File: config.mk
export PLATFORM = sky130hd
export DESIGN_NAME = weight_pingpong_buffer
export DESIGN_NICKNAME = d
export VERILOG_FILES = /design/src/rtl/wbuf_pkg.sv /design/src/rtl/weight_bank.sv /design/src/rtl/weight_pingpong_buffer.sv
export SDC_FILE = /design/constraint.sdc
export NUM_CORES = 1
export LEC_CHECK = 0
export BUFFER_PORTS_ARGS = -buffer_cell sky130_fd_sc_hd__buf_2
export CORE_ASPECT_RATIO = 0.75
export CORE_UTILIZATION = 40
export CTS_CLUSTER_SIZE = 30
export DETAILED_ROUTE_END_ITERATION = 10
export GPL_TIMING_DRIVEN = 0
export PLACE_DENSITY = 0.57
export SLEW_MARGIN = 0
export SYNTH_ARGS = -nofsm -noshare
export SYNTH_HDL_FRONTEND = slang
export SYNTH_SLANG_ARGS = --single-unit
File: constraint.sdc
create_clock -name clk -period 2.95 [get_ports clk]
set_clock_uncertainty 0.15 [all_clocks]
set_input_delay 0.295 -clock clk [delete_from_list [all_inputs] [get_ports clk]]
set_output_delay 0.295 -clock clk [all_outputs]
set_load 0.02 [all_outputs]
File: src/rtl/wbuf_pkg.sv
// rtl/wbuf_pkg.sv - shared bank state encoding and default geometry for the weight ping-pong buffer
package wbuf_pkg;

    typedef enum logic [1:0] {
        BANK_EMPTY    = 2'd0,
        BANK_FILLING  = 2'd1,
        BANK_FULL     = 2'd2,
        BANK_DRAINING = 2'd3
    } bank_state_t;

    localparam int DEF_ARRAY_WIDTH = 4;
    localparam int DEF_DATA_SIZE   = 8;
    localparam int DEF_DEPTH       = 4;
    localparam int ROW_W           = DEF_ARRAY_WIDTH * DEF_DATA_SIZE;

    // A bank "holds a tile" once it is complete and until its last row leaves.
    function automatic logic holds_tile(input bank_state_t s);
        return (s == BANK_FULL) || (s == BANK_DRAINING);
    endfunction

    function automatic logic accepts_rows(input bank_state_t s);
        return (s == BANK_EMPTY) || (s == BANK_FILLING);
    endfunction

endpackage

File: src/rtl/weight_bank.sv
// rtl/weight_bank.sv - DEPTH-row register file, one synchronous write port and one combinational read port
module weight_bank #(
    parameter int DEPTH = 4,
    parameter int WIDTH = 32,
    parameter int AW    = $clog2(DEPTH)
) (
    input  logic             clk,
    input  logic             we,
    input  logic [AW-1:0]    waddr,
    input  logic [WIDTH-1:0] wdata,
    input  logic [AW-1:0]    raddr,
    output logic [WIDTH-1:0] rdata
);

    // No reset on storage: the top gates the read data with out_valid.
    logic [WIDTH-1:0] mem [DEPTH];

    always_ff @(posedge clk) begin
        if (we) begin
            mem[waddr] <= wdata;
        end
    end

    assign rdata = mem[raddr];

endmodule

File: src/rtl/weight_pingpong_buffer.sv
// rtl/weight_pingpong_buffer.sv - double-buffered weight tile stager; WBUF_REVERSE_EN drains rows last-loaded-first
module weight_pingpong_buffer
    import wbuf_pkg::*;
#(
    parameter int ARRAY_WIDTH = DEF_ARRAY_WIDTH,
    parameter int DATA_SIZE   = DEF_DATA_SIZE,
    parameter int DEPTH       = DEF_DEPTH
) (
    input  logic                             clk,
    input  logic                             rst,
    input  logic                             flush,
    input  logic                             load_valid,
    output logic                             load_ready,
    input  logic [ARRAY_WIDTH*DATA_SIZE-1:0] in_weight,
    output logic                             out_valid,
    input  logic                             out_ready,
    output logic [ARRAY_WIDTH*DATA_SIZE-1:0] out_weight,
    output logic                             tile_done,
    output logic [1:0]                       full_banks
);

    localparam int RW = ARRAY_WIDTH * DATA_SIZE;
    localparam int AW = $clog2(DEPTH);
    localparam logic [AW-1:0] LAST_ROW = AW'(DEPTH - 1);

    bank_state_t state_q [2];
    bank_state_t state_d [2];

    logic          wr_bank;
    logic          rd_bank;
    logic [AW-1:0] wr_row;
    logic [AW-1:0] rd_row;
    logic [AW-1:0] raddr;
    logic [RW-1:0] rdata0;
    logic [RW-1:0] rdata1;

    logic load_fire;
    logic load_last;
    logic drain_fire;
    logic drain_last;

    assign load_ready = accepts_rows(state_q[wr_bank]);
    assign out_valid  = holds_tile(state_q[rd_bank]);

    // flush wins over any same-cycle handshake, so neither side advances.
    assign load_fire  = load_valid && load_ready && !flush;
    assign load_last  = load_fire && (wr_row == LAST_ROW);
    assign drain_fire = out_valid && out_ready && !flush;
    assign drain_last = drain_fire && (rd_row == LAST_ROW);

`ifdef WBUF_REVERSE_EN
    assign raddr = LAST_ROW - rd_row;
`else
    assign raddr = rd_row;
`endif

    weight_bank #(
        .DEPTH (DEPTH),
        .WIDTH (RW),
        .AW    (AW)
    ) u_bank0 (
        .clk   (clk),
        .we    (load_fire && !wr_bank),
        .waddr (wr_row),
        .wdata (in_weight),
        .raddr (raddr),
        .rdata (rdata0)
    );

    weight_bank #(
        .DEPTH (DEPTH),
        .WIDTH (RW),
        .AW    (AW)
    ) u_bank1 (
        .clk   (clk),
        .we    (load_fire && wr_bank),
        .waddr (wr_row),
        .wdata (in_weight),
        .raddr (raddr),
        .rdata (rdata1)
    );

    assign out_weight = out_valid ? (rd_bank ? rdata1 : rdata0) : '0;

    // Load and drain never target the same bank in one cycle: their state sets are disjoint.
    always_comb begin
        state_d[0] = state_q[0];
        state_d[1] = state_q[1];
        for (int b = 0; b < 2; b++) begin
            if (flush) begin
                state_d[b] = BANK_EMPTY;
            end else begin
                if (load_fire && (wr_bank == b[0])) begin
                    state_d[b] = load_last ? BANK_FULL : BANK_FILLING;
                end
                if (drain_fire && (rd_bank == b[0])) begin
                    state_d[b] = drain_last ? BANK_EMPTY : BANK_DRAINING;
                end
            end
        end
    end

    always_ff @(posedge clk or negedge rst) begin
        if (!rst) begin
            state_q[0] <= BANK_EMPTY;
            state_q[1] <= BANK_EMPTY;
        end else begin
            state_q[0] <= state_d[0];
            state_q[1] <= state_d[1];
        end
    end

    always_ff @(posedge clk or negedge rst) begin
        if (!rst) begin
            wr_bank    <= 1'b0;
            rd_bank    <= 1'b0;
            wr_row     <= '0;
            rd_row     <= '0;
            tile_done  <= 1'b0;
            full_banks <= 2'd0;
        end else if (flush) begin
            wr_bank    <= 1'b0;
            rd_bank    <= 1'b0;
            wr_row     <= '0;
            rd_row     <= '0;
            tile_done  <= 1'b0;
            full_banks <= 2'd0;
        end else begin
            tile_done  <= drain_last;
            full_banks <= {1'b0, holds_tile(state_d[0])} + {1'b0, holds_tile(state_d[1])};
            if (load_fire) begin
                if (load_last) begin
                    wr_row  <= '0;
                    wr_bank <= ~wr_bank;
                end else begin
                    wr_row  <= wr_row + 1'b1;
                end
            end
            if (drain_fire) begin
                if (drain_last) begin
                    rd_row  <= '0;
                    rd_bank <= ~rd_bank;
                end else begin
                    rd_row  <= rd_row + 1'b1;
                end
            end
        end
    end

endmodule

==> flow_metrics.env <==
export IMPL_synth_area_leaders="edfxtp_1 (75%), mux4_2 (13%), a22o_1 (2.7%)"
export IMPL_io_buffers=72
export IMPL_grt_pass1_wl_mm=31.01
export IMPL_pwr_share_comb=0.027
export IMPL_maxCapViolations=0
export IMPL_dr_pass1_iters=4
export IMPL_cts_clk_slew_worst_paths_ns=0.06
export IMPL_post_route_min_period_ns=2.823
export IMPL_avgSynthCellArea_sq_um=23.03
export IMPL_dr_first_iter_drc_count=262
export IMPL_cts_tree="built"
export IMPL_period_share=0.9569
export IMPL_outcome="completed"
export IMPL_crit_required_ns=2.51
export IMPL_die_x_um=186.6
export IMPL_netlist_instances=444
export IMPL_finalNonFillerCells=946
export IMPL_clockBufferDepth=3
export IMPL_max_freq_mhz=354.3
export IMPL_dr_total_vias=4922
export IMPL_hold_path_class="in2async"
export IMPL_yosys_area_top_type="edfxtp_1"
export IMPL_cp_common_cell="buf_2"
export IMPL_clk_latency_ns=0.52
export IMPL_cp_end_kind="output port"
export IMPL_synth_edf_count=256
export IMPL_ys_seq_area_frac=0.7788
export IMPL_power_mw=7.581
export IMPL_wl_mm=20.71
export IMPL_place_congestion=0.7747
export IMPL_cell_internal_pwr_mw=6.122
export IMPL_switching_share=0.1924
export IMPL_peakVddDrop_uv=369.9
export IMPL_die_area_sq_um=26210
export IMPL_grtUsageTotal=0.1589
export IMPL_seqPwrFrac=0.556
export IMPL_grt_max_degree=26
export IMPL_crit_slowest_cell="dfrtp_1"
export IMPL_placementRows=50
export IMPL_critPathMaxFanout=10
export IMPL_worst_path_largest_cell_delay_ns=0.40
export IMPL_syn_num_nets=487
export IMPL_rsz0062_at_grt="false"
export IMPL_cp_startpoint="raddr[1]"
export IMPL_slew_viol_final=0
export IMPL_timing_rr_start="state_q[3]"
export IMPL_p_clk_frac=0.418
export IMPL_final_nets=631
export IMPL_drive_gt1_frac=0.3355
export IMPL_initial_utilization=0.4086
export IMPL_worstSetupStartpointType="register"
export IMPL_worst_pin_slew_ns=0.7239
export IMPL_synth_top_area_share=0.7518
export IMPL_syn_area_sq_um=10220
export IMPL_synth_distinct_cells=30
export IMPL_r2r_setup_slack_ns=0.83
export IMPL_worstReg2RegEnd="u_bank0.mem[3][29]"
export IMPL_grt_overflow_total=0
export IMPL_cp_cell_sequence="buf_2 > buf_2 > mux4_2 > a22o_1 > buf_2"
export IMPL_setup_tns_ns=0
export IMPL_drc_errors=0
export IMPL_clockRootBuffer="clkbuf_16"
export IMPL_ys_flop_type="edfxtp_1"
export IMPL_viasPerCell=5.203
export IMPL_placed_cells=862
export IMPL_io_pins=74
export IMPL_max_slew_margin=0.5174
export IMPL_dpl_hpwl_mm=12.38
export IMPL_grt_antenna_before_repair=0
export IMPL_synth_warnings=0
export IMPL_cts_max_level=1
export IMPL_ant_nets=0
export IMPL_post_cts_setup_buffers=0
export IMPL_rr_worst_depth=4
export IMPL_core_sq_um=25020
export IMPL_p_switching_mw=1.459
export IMPL_arrival_ns=2.38
export IMPL_cts_sinks=267
export IMPL_async_flop_share=0.04120
export IMPL_power_density_nw_per_um2=612.9
export IMPL_die_height_um=140.5
export IMPL_ys_seq_elements=267
export IMPL_final_setup_viol_count=0
export IMPL_critPathKind="reg2out"
export IMPL_first_global_vias=5238
export IMPL_p_leak_nw=4.153
export IMPL_cts_buffers=26
export IMPL_synthToLayoutAreaGrowth_pct=20.96
export IMPL_diodes=0
export IMPL_finalHoldViolations=0
export IMPL_avgRoutedWirePerCell_um=21.89
[Yosys cell counts (2+ instances only)]
library cell	number
edfxtp_1	256
ha_1	6
nand3_1	3
clkbuf_1	8
a22o_1	32
buf_2	9
nor2b_1	3
mux4_2	58
o21ai_0	5
buf_6	4
buf_1	2
a21oi_1	6
mux4_1	6
dfrtp_1	11
nor2_1	3
and2_1	8
nand2_1	3
inv_1	9
[area by class of cell]
cell class              instances  area (sq um)
fillers                      2072         12660
plain buffers                  24         157.7
clock inverters                19         137.6
flip-flops and latches        267          7963
repair buffers                116         880.8
clock buffers                  29         683.2
inverters                       9         33.78
multi-input cells             144          2090
well taps                     338         422.9
[worst max-delay path, delay by kind of cell (launching register included)]
kind	cells	cell delay (ns)
buf+inv	3	0.82
mux	1	0.36
compound gates	1	0.29
flops	1	0.40
[state kept, by name, indices dropped and copies added, names as in the netlist]
signal	cells
u_bank0.mem	128
u_bank1.mem	128
full_banks	2
raddr	2
state_q	2
wr_row	2
rd_bank	1
tile_done	1
wr_bank	1
[layout by cell type, fill, tap and decap left out, types with 2 or more instances in the layout]
| cell | n |
|---|---|
| nor2_1 | 3 |
| mux4_2 | 58 |
| clkbuf_1 | 8 |
| o21ai_0 | 5 |
| and2_2 | 7 |
| nand2_1 | 3 |
| dlygate4sd3_1 | 36 |
| bufinv_16 | 2 |
| buf_12 | 9 |
| a21oi_1 | 6 |
| clkbuf_2 | 2 |
| nor2b_1 | 3 |
| dfrtp_1 | 11 |
| ha_1 | 6 |
| clkbuf_4 | 2 |
| buf_2 | 81 |
| buf_6 | 4 |
| inv_1 | 8 |
| clkinv_2 | 7 |
| nand3_1 | 3 |
| clkbuf_16 | 27 |
| a22o_1 | 32 |
| edfxtp_1 | 256 |
| clkinv_1 | 9 |
| mux4_1 | 6 |
[power groups by stage]
stage                     Clock (mW)  Sequential (mW)  Combinational (mW)
after floorplan                    0             4.29              0.0648
after global placement             0             4.29               0.147
after detailed placement           0             4.29               0.167
after CTS                       3.24             4.21               0.206
after global routing            3.38             4.21               0.221
final                           3.17             4.21               0.202
[metal layers]
metal	track usage	part of all wire	vias up	wire length (um)
met4	0.03796	0.018	0	376
met2	0.2781	0.50	119	10370
met1	0.2070	0.43	2580	8998
met5	0	0	-	0
li1	-	-	2194	-
met3	0.02831	0.046	29	962
[what timing repair did]
action | in CTS | in global routing
setup endpoints to repair | 20 | 11
gates resized for setup | 4 | 2
hold buffers | 36 | 0
hold endpoints to repair | 275 | 0
[worst max-delay path by stage]
stage	endpoint	slack (ns)
after floorplan	u_bank0.mem[0][0]	0.83
after global placement	u_bank0.mem[0][21]	-0.07
after detailed placement	out_weight[16]	0.44
after CTS	out_weight[16]	0.02
after global routing	out_weight[16]	0.002
final	out_weight[16]	0.13
[stage by stage]
stage | hold WS (ns) | util | instance area (sq um) | setup slack, ns
after global routing | 0.05830 | 0.4943 | 12370 | 0.001596
after floorplan | -0.1506 | - | 10220 | 0.8251
after global placement | 0.02195 | 0.4399 | 11010 | -0.06973
after detailed placement | 0.03403 | 0.4467 | 11180 | 0.4435
final | 0.03068 | 0.4943 | 12370 | 0.1273
after CTS | 0.02343 | 0.4941 | 12360 | 0.02112
[logic make-up after synthesis]
family | count (synthesis) | share of synthesized area
AO/OA/AOI/OAI | 46 | 0.03524
adder cells (fa/ha/maj) | 6 | 0.007342
buffers and inverters | 33 | 0.01774
flip-flops | 267 | 0.7788
multiplexers | 66 | 0.1453
AND/OR/NAND/NOR | 26 | 0.01566
No activity file was read; power rests on OpenSTA's default activity.
